## src/rtl/bldcm_pwm_core_pkg.sv

```systemverilog
// bldcm_pwm_core_pkg: shared constants for the six-step commutation core.
// Latency: n/a (types, constants and pure functions only).
// Backpressure: n/a.
// Contents: step count, direction encoding, commutation table (high/low leg one-hots).
// Leg one-hot bit order: bit0 = U, bit1 = V, bit2 = W.
package bldcm_pwm_core_pkg;

  localparam int unsigned STEP_COUNT = 6;
  localparam logic [2:0]  STEP_MAX   = 3'(STEP_COUNT - 1);

  typedef enum logic {
    DIR_FWD = 1'b0,
    DIR_REV = 1'b1
  } dir_e;

  localparam logic [2:0] LEG_U = 3'b001;
  localparam logic [2:0] LEG_V = 3'b010;
  localparam logic [2:0] LEG_W = 3'b100;

  typedef struct packed {
    logic [2:0] hi;  // leg whose high side is chopped by PWM
    logic [2:0] lo;  // leg whose low side is held on
  } comm_t;

  function automatic comm_t comm_lookup(input logic [2:0] step);
    comm_t c;
    case (step)
      3'd0:    c = '{hi: LEG_U, lo: LEG_V};
      3'd1:    c = '{hi: LEG_U, lo: LEG_W};
      3'd2:    c = '{hi: LEG_V, lo: LEG_W};
      3'd3:    c = '{hi: LEG_V, lo: LEG_U};
      3'd4:    c = '{hi: LEG_W, lo: LEG_U};
      3'd5:    c = '{hi: LEG_W, lo: LEG_V};
      default: c = '{hi: 3'b000, lo: 3'b000};
    endcase
    return c;
  endfunction

  // Next step modulo STEP_COUNT in the requested direction.
  function automatic logic [2:0] step_next(input logic [2:0] step, input dir_e dir);
    logic [2:0] n;
    if (dir == DIR_FWD) n = (step >= STEP_MAX) ? 3'd0 : step + 3'd1;
    else                n = (step == 3'd0) ? STEP_MAX : step - 3'd1;
    return n;
  endfunction

endpackage

```

## src/rtl/bldcm_dead_time_leg.sv

```systemverilog
// bldcm_dead_time_leg: one half-bridge leg, dead-time counter plus registered gates.
// Latency: 1 clock from request to gate (assertion additionally waits for dead time).
// Backpressure: none; a request that is not yet eligible simply waits.
// Ports: iClock, iReset_n, iHighReq/iLowReq (gate requests) -> oHigh/oLow (gate drives).
module bldcm_dead_time_leg
  import bldcm_pwm_core_pkg::*;
#(
  parameter int unsigned pDeadTime  = 4,
  parameter int unsigned pDeadWidth = 8
) (
  input  logic iClock,
  input  logic iReset_n,
  input  logic iHighReq,
  input  logic iLowReq,
  output logic oHigh,
  output logic oLow
);

  localparam logic [pDeadWidth-1:0] DEAD_MAX = pDeadWidth'(pDeadTime);

  logic [pDeadWidth-1:0] dead_cnt_q, dead_cnt_d;
  logic                  high_q, high_d;
  logic                  low_q, low_d;
  logic                  eligible;

  always_comb begin
    dead_cnt_d = dead_cnt_q;
    high_d     = 1'b0;
    low_d      = 1'b0;
    eligible   = (dead_cnt_q == DEAD_MAX);

    // Counter measures how long both gates have been off, saturating.
    if (high_q || low_q)          dead_cnt_d = '0;
    else if (dead_cnt_q != DEAD_MAX) dead_cnt_d = dead_cnt_q + pDeadWidth'(1);

    if (pDeadTime == 0) begin
      // No dead time: straight registered follow, high side wins a conflict.
      high_d = iHighReq;
      low_d  = iLowReq & ~iHighReq;
    end else begin
      // An already-on gate stays on while requested; a new turn-on needs the
      // opposite gate off and the full dead time elapsed. Conflicting
      // requests turn both off.
      high_d = iHighReq & ~iLowReq & (high_q | (~low_q & eligible));
      low_d  = iLowReq & ~iHighReq & (low_q | (~high_q & eligible));
    end
  end

  always_ff @(posedge iClock or negedge iReset_n) begin
    if (!iReset_n) begin
      dead_cnt_q <= DEAD_MAX;  // legs start eligible
      high_q     <= 1'b0;
      low_q      <= 1'b0;
    end else begin
      dead_cnt_q <= dead_cnt_d;
      high_q     <= high_d;
      low_q      <= low_d;
    end
  end

  assign oHigh = high_q;
  assign oLow  = low_q;

endmodule

```

## src/rtl/bldcm_pwm_core.sv

```systemverilog
// bldcm_pwm_core: six-step BLDC commutation with PWM high-side chopping and dead time.
// Latency: gates are registered, 1 clock after request (plus dead time on turn-on).
// Backpressure: none; iStop freezes the step timer and forces gate requests low.
// Ports: iDiv/iDir set step rate and direction, iDuty sets PWM on-count,
//   iPhaseUpdate/iLatchPhaseUpdate load the step, oPhase/oStepTick report it,
//   oUh..oWl drive the gates. Optional port iBrake exists when BLDCM_BRAKE_EN is defined.
module bldcm_pwm_core
  import bldcm_pwm_core_pkg::*;
#(
  parameter int unsigned pPwmWidth  = 8,
  parameter int unsigned pDeadTime  = 4,
  parameter int unsigned pDeadWidth = 8
) (
  input  logic                 iClock,
  input  logic                 iReset_n,
  input  logic [31:0]          iDiv,
  input  logic                 iStop,
  input  logic                 iDir,
  input  logic [pPwmWidth-1:0] iDuty,
  input  logic [2:0]           iPhaseUpdate,
  input  logic                 iLatchPhaseUpdate,
`ifdef BLDCM_BRAKE_EN
  input  logic                 iBrake,
`endif
  output logic [2:0]           oPhase,
  output logic                 oStepTick,
  output logic                 oUh,
  output logic                 oUl,
  output logic                 oVh,
  output logic                 oVl,
  output logic                 oWh,
  output logic                 oWl
);

  logic [2:0]           step_q, step_d;
  logic [31:0]          timer_q, timer_d;
  logic                 tick_q, tick_d;
  logic [pPwmWidth-1:0] pwm_cnt_q, pwm_cnt_d;
  logic [pPwmWidth-1:0] duty_shadow_q, duty_shadow_d;
  logic [pPwmWidth-1:0] duty_eff;
  logic                 pwm_on;
  logic                 brake_act;
  comm_t                comm;
  logic [2:0]           high_req, low_req;

`ifdef BLDCM_BRAKE_EN
  assign brake_act = iBrake;
`else
  assign brake_act = 1'b0;
`endif

  // Step timer and step register. Latch beats stop and beats a timer advance.
  always_comb begin
    step_d  = step_q;
    timer_d = timer_q;
    tick_d  = 1'b0;
    if (iLatchPhaseUpdate) begin
      timer_d = '0;
      if (iPhaseUpdate <= STEP_MAX) step_d = iPhaseUpdate;
    end else if (!iStop) begin
      if (iDiv == 32'd0) begin
        timer_d = '0;
      end else if (timer_q >= iDiv - 32'd1) begin
        // ">=" so that shrinking iDiv below the running count advances at once.
        timer_d = '0;
        step_d  = step_next(step_q, dir_e'(iDir));
        tick_d  = 1'b1;
      end else begin
        timer_d = timer_q + 32'd1;
      end
    end
  end

  // PWM: the shadow is loaded at count 0 and that same cycle already uses the
  // new duty, so each period runs entirely on one duty value.
  always_comb begin
    pwm_cnt_d     = pwm_cnt_q + pPwmWidth'(1);
    duty_shadow_d = duty_shadow_q;
    duty_eff      = duty_shadow_q;
    if (pwm_cnt_q == '0) begin
      duty_shadow_d = iDuty;
      duty_eff      = iDuty;
    end
    pwm_on = (pwm_cnt_q < duty_eff);
  end

  // Gate requests: stop > brake > commutation table.
  always_comb begin
    comm     = comm_lookup(step_q);
    high_req = 3'b000;
    low_req  = 3'b000;
    if (iStop) begin
      high_req = 3'b000;
      low_req  = 3'b000;
    end else if (brake_act) begin
      high_req = 3'b000;
      low_req  = 3'b111;
    end else begin
      high_req = pwm_on ? comm.hi : 3'b000;
      low_req  = comm.lo;
    end
  end

  always_ff @(posedge iClock or negedge iReset_n) begin
    if (!iReset_n) begin
      step_q        <= 3'd0;
      timer_q       <= '0;
      tick_q        <= 1'b0;
      pwm_cnt_q     <= '0;
      duty_shadow_q <= '0;
    end else begin
      step_q        <= step_d;
      timer_q       <= timer_d;
      tick_q        <= tick_d;
      pwm_cnt_q     <= pwm_cnt_d;
      duty_shadow_q <= duty_shadow_d;
    end
  end

  bldcm_dead_time_leg #(.pDeadTime(pDeadTime), .pDeadWidth(pDeadWidth)) u_leg_u (
    .iClock(iClock), .iReset_n(iReset_n),
    .iHighReq(high_req[0]), .iLowReq(low_req[0]),
    .oHigh(oUh), .oLow(oUl)
  );

  bldcm_dead_time_leg #(.pDeadTime(pDeadTime), .pDeadWidth(pDeadWidth)) u_leg_v (
    .iClock(iClock), .iReset_n(iReset_n),
    .iHighReq(high_req[1]), .iLowReq(low_req[1]),
    .oHigh(oVh), .oLow(oVl)
  );

  bldcm_dead_time_leg #(.pDeadTime(pDeadTime), .pDeadWidth(pDeadWidth)) u_leg_w (
    .iClock(iClock), .iReset_n(iReset_n),
    .iHighReq(high_req[2]), .iLowReq(low_req[2]),
    .oHigh(oWh), .oLow(oWl)
  );

  assign oPhase    = step_q;
  assign oStepTick = tick_q;

endmodule

```

## config.mk

```make
export PLATFORM = sky130hd
export DESIGN_NAME = bldcm_pwm_core
export DESIGN_NICKNAME = d
export VERILOG_FILES = /design/src/rtl/bldcm_pwm_core_pkg.sv /design/src/rtl/bldcm_dead_time_leg.sv /design/src/rtl/bldcm_pwm_core.sv
export SDC_FILE = /design/constraint.sdc
export NUM_CORES = 1
export LEC_CHECK = 0
export CAP_MARGIN = 5
export CORE_AREA = 2 2 108 110
export DETAILED_ROUTE_END_ITERATION = 16
export DIE_AREA = 0 0 110 112
export HOLD_SLACK_MARGIN = 0.15
export PLACE_DENSITY = 0.74
export SKIP_LAST_GASP = 1
export SYNTH_ARGS = -nofsm -noshare
export SYNTH_HDL_FRONTEND = slang
export SYNTH_SLANG_ARGS = --single-unit
```

## constraint.sdc

```tcl
create_clock -name iClock -period 3.3 [get_ports iClock]
set_input_delay 0.33 -clock iClock [delete_from_list [all_inputs] [get_ports iClock]]
set_output_delay 0.33 -clock iClock [all_outputs]
set_load 0.01 [all_outputs]
```

Word level (Yosys, flattened, before mapping):

Index checks and enable logic that the tools add are counted.

* div/mod/pow operators: 0
* bitwise operators: 36
* magnitude comparators: 4
* equal/unequal tests: 14
* reductions and logical operators: 11
* add/subtract/negate cells: 8
* multipliers: 0
* mux-type cells: 27
* shifts and indexed selects: 0

Operator list (number)
* 32-bit 2-to-1 mux: 4
* 8-bit 2-to-1 mux: 7
* 6-bit case mux with 6 select lines: 1
* 3-bit 2-to-1 mux: 11
* 32-bit by 1-bit adder with 32-bit output (second input constant): 1
* 8-bit by 1-bit adder with 8-bit output (second input constant): 4
* 32-bit greater-or-equal comparator: 1
* 32-bit zero test: 1
* 32-bit by 1-bit subtractor with 32-bit output (second input constant): 1
* 8-bit by 3-bit == test with 1-bit output (second input constant): 3
* 8-bit by 3-bit != test with 1-bit output (second input constant): 3
* 1-bit AND: 18
* 1-bit NOT: 12
* 8-bit zero test: 1
* 8-bit < comparator: 1
* 2-bit nonzero test: 4
* 3-bit by 2-bit == test with 1-bit output (second input constant): 2
* 3-bit == test (second input constant): 2
* 1-bit bitwise OR: 6
* 1-bit 2-to-1 mux: 4
* 2-bit by 1-bit != test with 1-bit output (second input constant): 2
* 4-bit AND reduction: 1
* 3-bit by 1-bit adder with 3-bit output (second input constant): 1
* 3-bit by 1-bit == test with 1-bit output (second input constant): 1
* other kinds (6): 8

* memory bits (read-only): 0
* RAM bits: 0
* register bits after elaboration: 82
* memories kept: 0
* latch bits: 0

Longest topological paths before layout:

Gate-level depths: netlist of run 1.

* word-level depth: 8
* depth in mapped cells: 18

Cells and area by module:

From an unflattened synthesis of run 1, not the netlist that was laid out.

* cells, all modules: 645
* area, all modules: 5806.8 µm²

By module, submodules not included
* bldcm_pwm_core: times used 1, cells an instance 477, sequential area each 1301.2 µm², area an instance 4207.8 µm²
* bldcm_dead_time_leg: times used 3, cells an instance 56, sequential area each 251.5 µm², area an instance 533.0 µm²

Worst setup path after synthesis of run 1:

No wires, ideal clock.

* path type: input port to flip-flop
* start: in iDiv[11]
* end: reg timer_q[20]
* data arrival time: 4.011 ns
* stages: 16
* slack: -0.793 ns
* required time: 3.218 ns
* library setup time: 0.082 ns
* path buffers: 1
* cells stage by stage: or4_4 or3_4 nor2_1 nand3_1 nor4_1 nand2_1 xor2_1 ha_1 nand4_1 nor3_1 a221oi_1 o211ai_1 a211oi_2 clkbuf_1 o21ai_0 a31oi_1

* cells in the longest elaborated chain, start to end: 6
* elaborated cells between the ends (all ways): 7

Ends and longest elaborated chain
* start, declared: line bldcm_pwm_core.sv:16 `input logic [31:0] iDiv,`
* 32-bit by 1-bit subtractor with 32-bit output: line bldcm_pwm_core.sv:63 `end else if (timer_q >= iDiv - 32'd1) begin`
* 32-bit greater-or-equal comparator: line bldcm_pwm_core.sv:63
* 32-bit 2-to-1 mux: line bldcm_pwm_core.sv:63
* 32-bit 2-to-1 mux *: line bldcm_pwm_core.sv:61 `if (iDiv == 32'd0) begin`
* 32-bit 2-to-1 mux *: line bldcm_pwm_core.sv:60 `end else if (!iStop) begin`
* 32-bit 2-to-1 mux *: line bldcm_pwm_core.sv:57 `if (iLatchPhaseUpdate) begin`
* end signal, assigned: line bldcm_pwm_core.sv:113 `timer_q <= timer_d;`
* end, declared: line bldcm_pwm_core.sv:36 `logic [31:0] timer_q, timer_d;`

Every way passes the cells marked *; elsewhere a longest branch is shown, timed or not. The select of a mux whose other input is x is not followed.
A chain may end at the register's enable or synchronous reset.

Final worst setup path of run 1:

* start: in iDiv[8]
* end: reg timer_q[10]

Same word-level chain as after synthesis.

==> results of run 1 <==
-- layer usage --
layer  wire length (um)  up-vias  global-route usage
met1               6240     2591               0.292
met4                429        0              0.0996
met2               7230      181               0.402
met3                665       47              0.0451
li1                   -     2613                   -
met5                  0        -                   0
-- per-stage QoR --
stage / TNS [ns] / utilization / hold WS (ns) / instance area, um^2
3_3_place_gp: -34.14 / 0.623 / 0.479 / 6960
4_1_cts: -14.99 / 0.672 / 0.216 / 7510
5_1_grt: -22.02 / 0.690 / 0.269 / 7710
6_report: -15.32 / 0.690 / 0.172 / 7710
3_5_place_dp: -37.55 / 0.623 / 0.480 / 6960
2_1_floorplan: -18.05 / - / 0.0344 / 5740
-- layout make-up --
| class | count | share of cell area |
|---|---|---|
| Sequential cell | 82 | 0.266 |
| Clock buffer | 12 | 0.0319 |
| Clock inverter | 3 | 0.00519 |
| Tap cell | 143 | 0.0232 |
| Timing Repair Buffer | 145 | 0.177 |
| Multi-Input combinational cell | 519 | 0.482 |
| Inverter | 30 | 0.0146 |
-- power by group through the flow --
stage / registers, uW / logic, uW / clock network [uW]
6_report: 1340 / 808 / 981
5_1_grt: 1360 / 912 / 1050
4_1_cts: 1330 / 801 / 1000
3_5_place_dp: 1340 / 760 / 0
3_3_place_gp: 1330 / 710 / 0
2_1_floorplan: 1310 / 500 / 0
-- synth_stat cells (3+ instances only) --
library cell	n
buf_6	4
nor2_1	73
nand2b_1	5
nand3_1	42
xor2_1	20
a31oi_1	22
or2b_1	5
nand3b_1	3
nand4_1	11
clkbuf_1	9
and3_1	17
ha_1	56
dfstp_2	3
and4_1	7
nor4_1	12
and2_1	3
inv_1	30
nor2b_1	5
or2_2	5
nand2_1	48
a21o_1	5
nor4b_1	4
a21oi_1	50
a41oi_1	5
dfrtp_1	79
a211oi_1	4
o21ai_0	24
mux2i_1	9
a22o_1	6
nor3_1	22
or3_1	4
xnor2_1	30
-- worst max-delay path: cells and delay by family --
| family | cells | cell delay [ns] |
|---|---|---|
| simple gates | 9 | 1.86 |
| compound gates | 4 | 0.93 |
| buf+inv | 4 | 0.51 |
| fa+ha+maj | 1 | 0.32 |
| xor+xnor | 1 | 0.11 |
-- timing repair --
item,4_1_cts,5_1_grt
cloned,3,0
endpoints found under the setup margin,36,40
gates resized for setup,51,40
pin swaps,29,32
buffers inserted,6,10
-- layout by cell type (no fill, tap or decap), types with 5 or more instances in the layout --
master | synthesis | layout
a21o_1 | 5 | 5
ha_1 | 56 | 56
a31oi_1 | 22 | 19
nand2b_1 | 5 | 5
xnor2_1 | 30 | 30
o21ai_0 | 24 | 18
buf_6 | 4 | 8
nand2_1 | 48 | 45
and3_1 | 17 | 17
nor3_1 | 22 | 17
a22o_1 | 6 | 6
nor2b_1 | 5 | 5
clkdlybuf4s50_1 | 0 | 45
inv_1 | 30 | 29
nand4_1 | 11 | 11
mux2i_1 | 9 | 9
nand3_1 | 42 | 38
and4_1 | 7 | 7
nor4_1 | 12 | 7
a21oi_2 | 0 | 12
xor2_1 | 20 | 20
dfrtp_1 | 79 | 79
buf_4 | 1 | 74
or2b_1 | 5 | 5
clkbuf_16 | 0 | 9
buf_12 | 0 | 5
a21oi_1 | 50 | 38
dlymetal6s2s_1 | 0 | 7
o21ai_1 | 0 | 5
nor2_1 | 73 | 71
-- flip-flops by register name, summed over array words and instances (netlist names), 3 cells and up --
register,cells
oPhase,3
timer_q,32
pwm_cnt_q,8
u_leg_w.dead_cnt_q,8
u_leg_v.dead_cnt_q,8
duty_shadow_q,8
u_leg_u.dead_cnt_q,8
-- kinds of logic (layout without fill, tap and decap cells) --
| family | after synthesis | count (layout) |
|---|---|---|
| adder cells (fa/ha/maj) | 56 | 56 |
| flip-flops | 82 | 82 |
| AO/OA/AOI/OAI | 129 | 129 |
| XOR/XNOR | 50 | 50 |
| buffers and inverters | 45 | 190 |
| multiplexers | 11 | 11 |
| AND/OR/NAND/NOR | 273 | 273 |
-- worst paths after layout --
path	start	endpoint	slack, ns	cells after the start
worst max-delay path	iDiv[8]	timer_q[10]	-0.52	19
worst min-delay path	iReset_n	duty_shadow_q[5]	0.17	1
worst max register to register	pwm_cnt_q[5]	u_leg_u.oHigh	0.23	12
worst min register to register	duty_shadow_q[7]	duty_shadow_q[7]	0.49	2
max in group asynchronous	iReset_n	oStepTick	2.47	1
min in group iClock	duty_shadow_q[7]	duty_shadow_q[7]	0.49	2
==> summary.md, run 1 <==
| Metric | Value |
|---|---|
| Initial antenna violation count | 0 |
| Worst-Margin Slew | 1.02 ns |
| Worst-Skew Late Latency | 0.34 ns |
| Cells after DPL | 904 |
| Worst EP arrival | 4.07 ns |
| Peak supply drop | 403 uV |
| Crit path time final | 3.82 ns |
| Grt ovf | 0 |
| Vias in the first global route | 5281 |
| Yosys warning total | 0 |
| Global-route usage over all layers | 0.237 |
| Final worst setup slack | -0.523 ns |
| Seq/Total Area, Yosys | 0.361 |
| Status | finished with violations |
| Mapped Cells | 646 |
| CTS tree | built |
| Fillers | 878 |
| RSZ-0062 raised after global routing | true |
| Core area | 11200 um^2 |
| First-pass GRT wire length | 23.5 mm |
| Post-synth EDFFs | 0 |
| # hold bufs at CTS | 0 |
| Leak | 0.00355 uW |
| Die area | 12300 um^2 |
| Int Power | 2160 uW |
| Final WL | 14.6 mm |
| Slowest stage cell on the critical path | or4_4 |
| Post-synthesis compound-gate area fraction | 0.140 |
| # rows | 39 |
| Share of layout cells above drive strength 1 | 0.212 |
| Post-route ant nets | 0 |
| First-pass iteration count of the detailed router | 6 |
| Post-Synth Simple-Gate Area | 0.243 |
| Synth area leader | dfrtp_1 |
| Maximum Capacitance Violations | 0 |
| Net Switching | 965 uW |
| Vias per inst | 5.82 |
| Worst-path fanout max | 8 |
| Max Fclk | 262 MHz |
| Sequential share of power | 0.428 |
| Combinational family with the most area after synthesis | simple AND/OR/NAND/NOR gates |
| Sw frac | 0.309 |
| Failing checks | setup timing |
| Die Wd | 110 um |
| Clk buf depth | 2 |
| Power Density | 405 nW/um^2 |
| Initial Utilization | 0.509 |
| Fin cells | 934 |
| Syn_area_per_cell | 8.80 um^2 |
| Worst path most repeated cell | buf_6 |
| Final Max Tran Viols | 0 |
| Crit end category | flip-flop |
| Post-synthesis register bit count | 82 |
| Req. time, crit path | 3.54 ns |
| Clock Sinks | 82 |
| Final setup fails | 36 |
| Tcrit/Tclk final | 1.16 |
| Kind of critical path | in2reg |
| Clock skew | 0.00452 ns |
| FF+latch area | 2060 um^2 |
| Clock power share | 0.314 |
| Largest net degree at the start of global routing | 83 |
| XOR/XNOR Fraction of Synth Area | 0.0770 |
| Port Buf Inserts | 57 |
| Mux share of post-synthesis cell area | 0.0198 |
| Async set-or-reset flop fraction in the synthesized netlist | 1.00 |
| Post-DP HPWL | 9.84 mm |
| DR DRC count | 0 |
| Pre-CTS setup slack | -1.20 ns |
| # diodes | 0 |
| Post-Synth Adder-Cell Area | 0.123 |
| Slowest cell delay on critical path | 0.52 ns |
| Yosys top cell area share | 0.348 |
| GPL Wtd Cong | 0.863 |
| Main synth FF type | dfrtp_1 |
| Area of the multi-input gates | 3710 um^2 |
| Slew HR | 0.318 |
| H-tree depth reported by CTS | 3 |
| Syn Nets | 750 |
| Post-DR wirelength/cell | 15.6 um |
| Worst Hold Class | in2async |
| Ports | 58 |
| Iteration-0 DRC count of the detailed router | 511 |
| Largest cells by area after synthesis | dfrtp_1 (35%), ha_1 (12%), nor2_1 (4.8%), xnor2_1 (4.6%), a21oi_1 (4.4%) |
| CP startpoint kind | primary input |
| Final net count | 891 |
| Total power | 3130 uW |
| Cell Area, Synth | 5690 um^2 |
| Die extent in y | 112 um |
| Comb power frac | 0.259 |
| Yosys cell types | 51 |
| CTS root buffer | clkbuf_16 |
| Via count | 5432 |
| Area delta synth->final | 35.6% |
| Worst-path clk slew | 0.06 ns |
| Number of CTS-inserted buffers | 9 |
| Hold Vio Cnt, Final | 0 |
| CP cell instances | buf_6 > or4_4 > or3_4 > nor3_4 > and2_4 > nand2_4 > nor4_4 > xnor2_1 > ha_1 > nand4_1 > nor3_2 > a221oi_2 > o211ai_1 > a211oi_4 > buf_12 > buf_8 > buf_6 > nand2_1 > a31oi_1 |
(Power assumes the default switching activity.)
==> run 2: changes to the inputs <==
--- a/config.mk
+++ b/config.mk
@@ -9,7 +9,6 @@
 export CORE_AREA = 2 2 108 110
 export DETAILED_ROUTE_END_ITERATION = 16
 export DIE_AREA = 0 0 110 112
-export HOLD_SLACK_MARGIN = 0.15
 export PLACE_DENSITY = 0.74
 export SKIP_LAST_GASP = 1
 export SYNTH_ARGS = -nofsm -noshare
==> results of run 2 <==
Final layout, timing and power as in run 1 (identical DEF).
==> run 3: changes to the inputs <==
--- a/config.mk
+++ b/config.mk
@@ -9,6 +9,8 @@
 export CORE_AREA = 2 2 108 110
 export DETAILED_ROUTE_END_ITERATION = 16
 export DIE_AREA = 0 0 110 112
+export GPL_ROUTABILITY_DRIVEN = 0
+export HOLD_SLACK_MARGIN = 0.12
 export PLACE_DENSITY = 0.74
 export SKIP_LAST_GASP = 1
 export SYNTH_ARGS = -nofsm -noshare
==> results of run 3 <==
Final layout, timing and power as in run 1 (identical DEF).
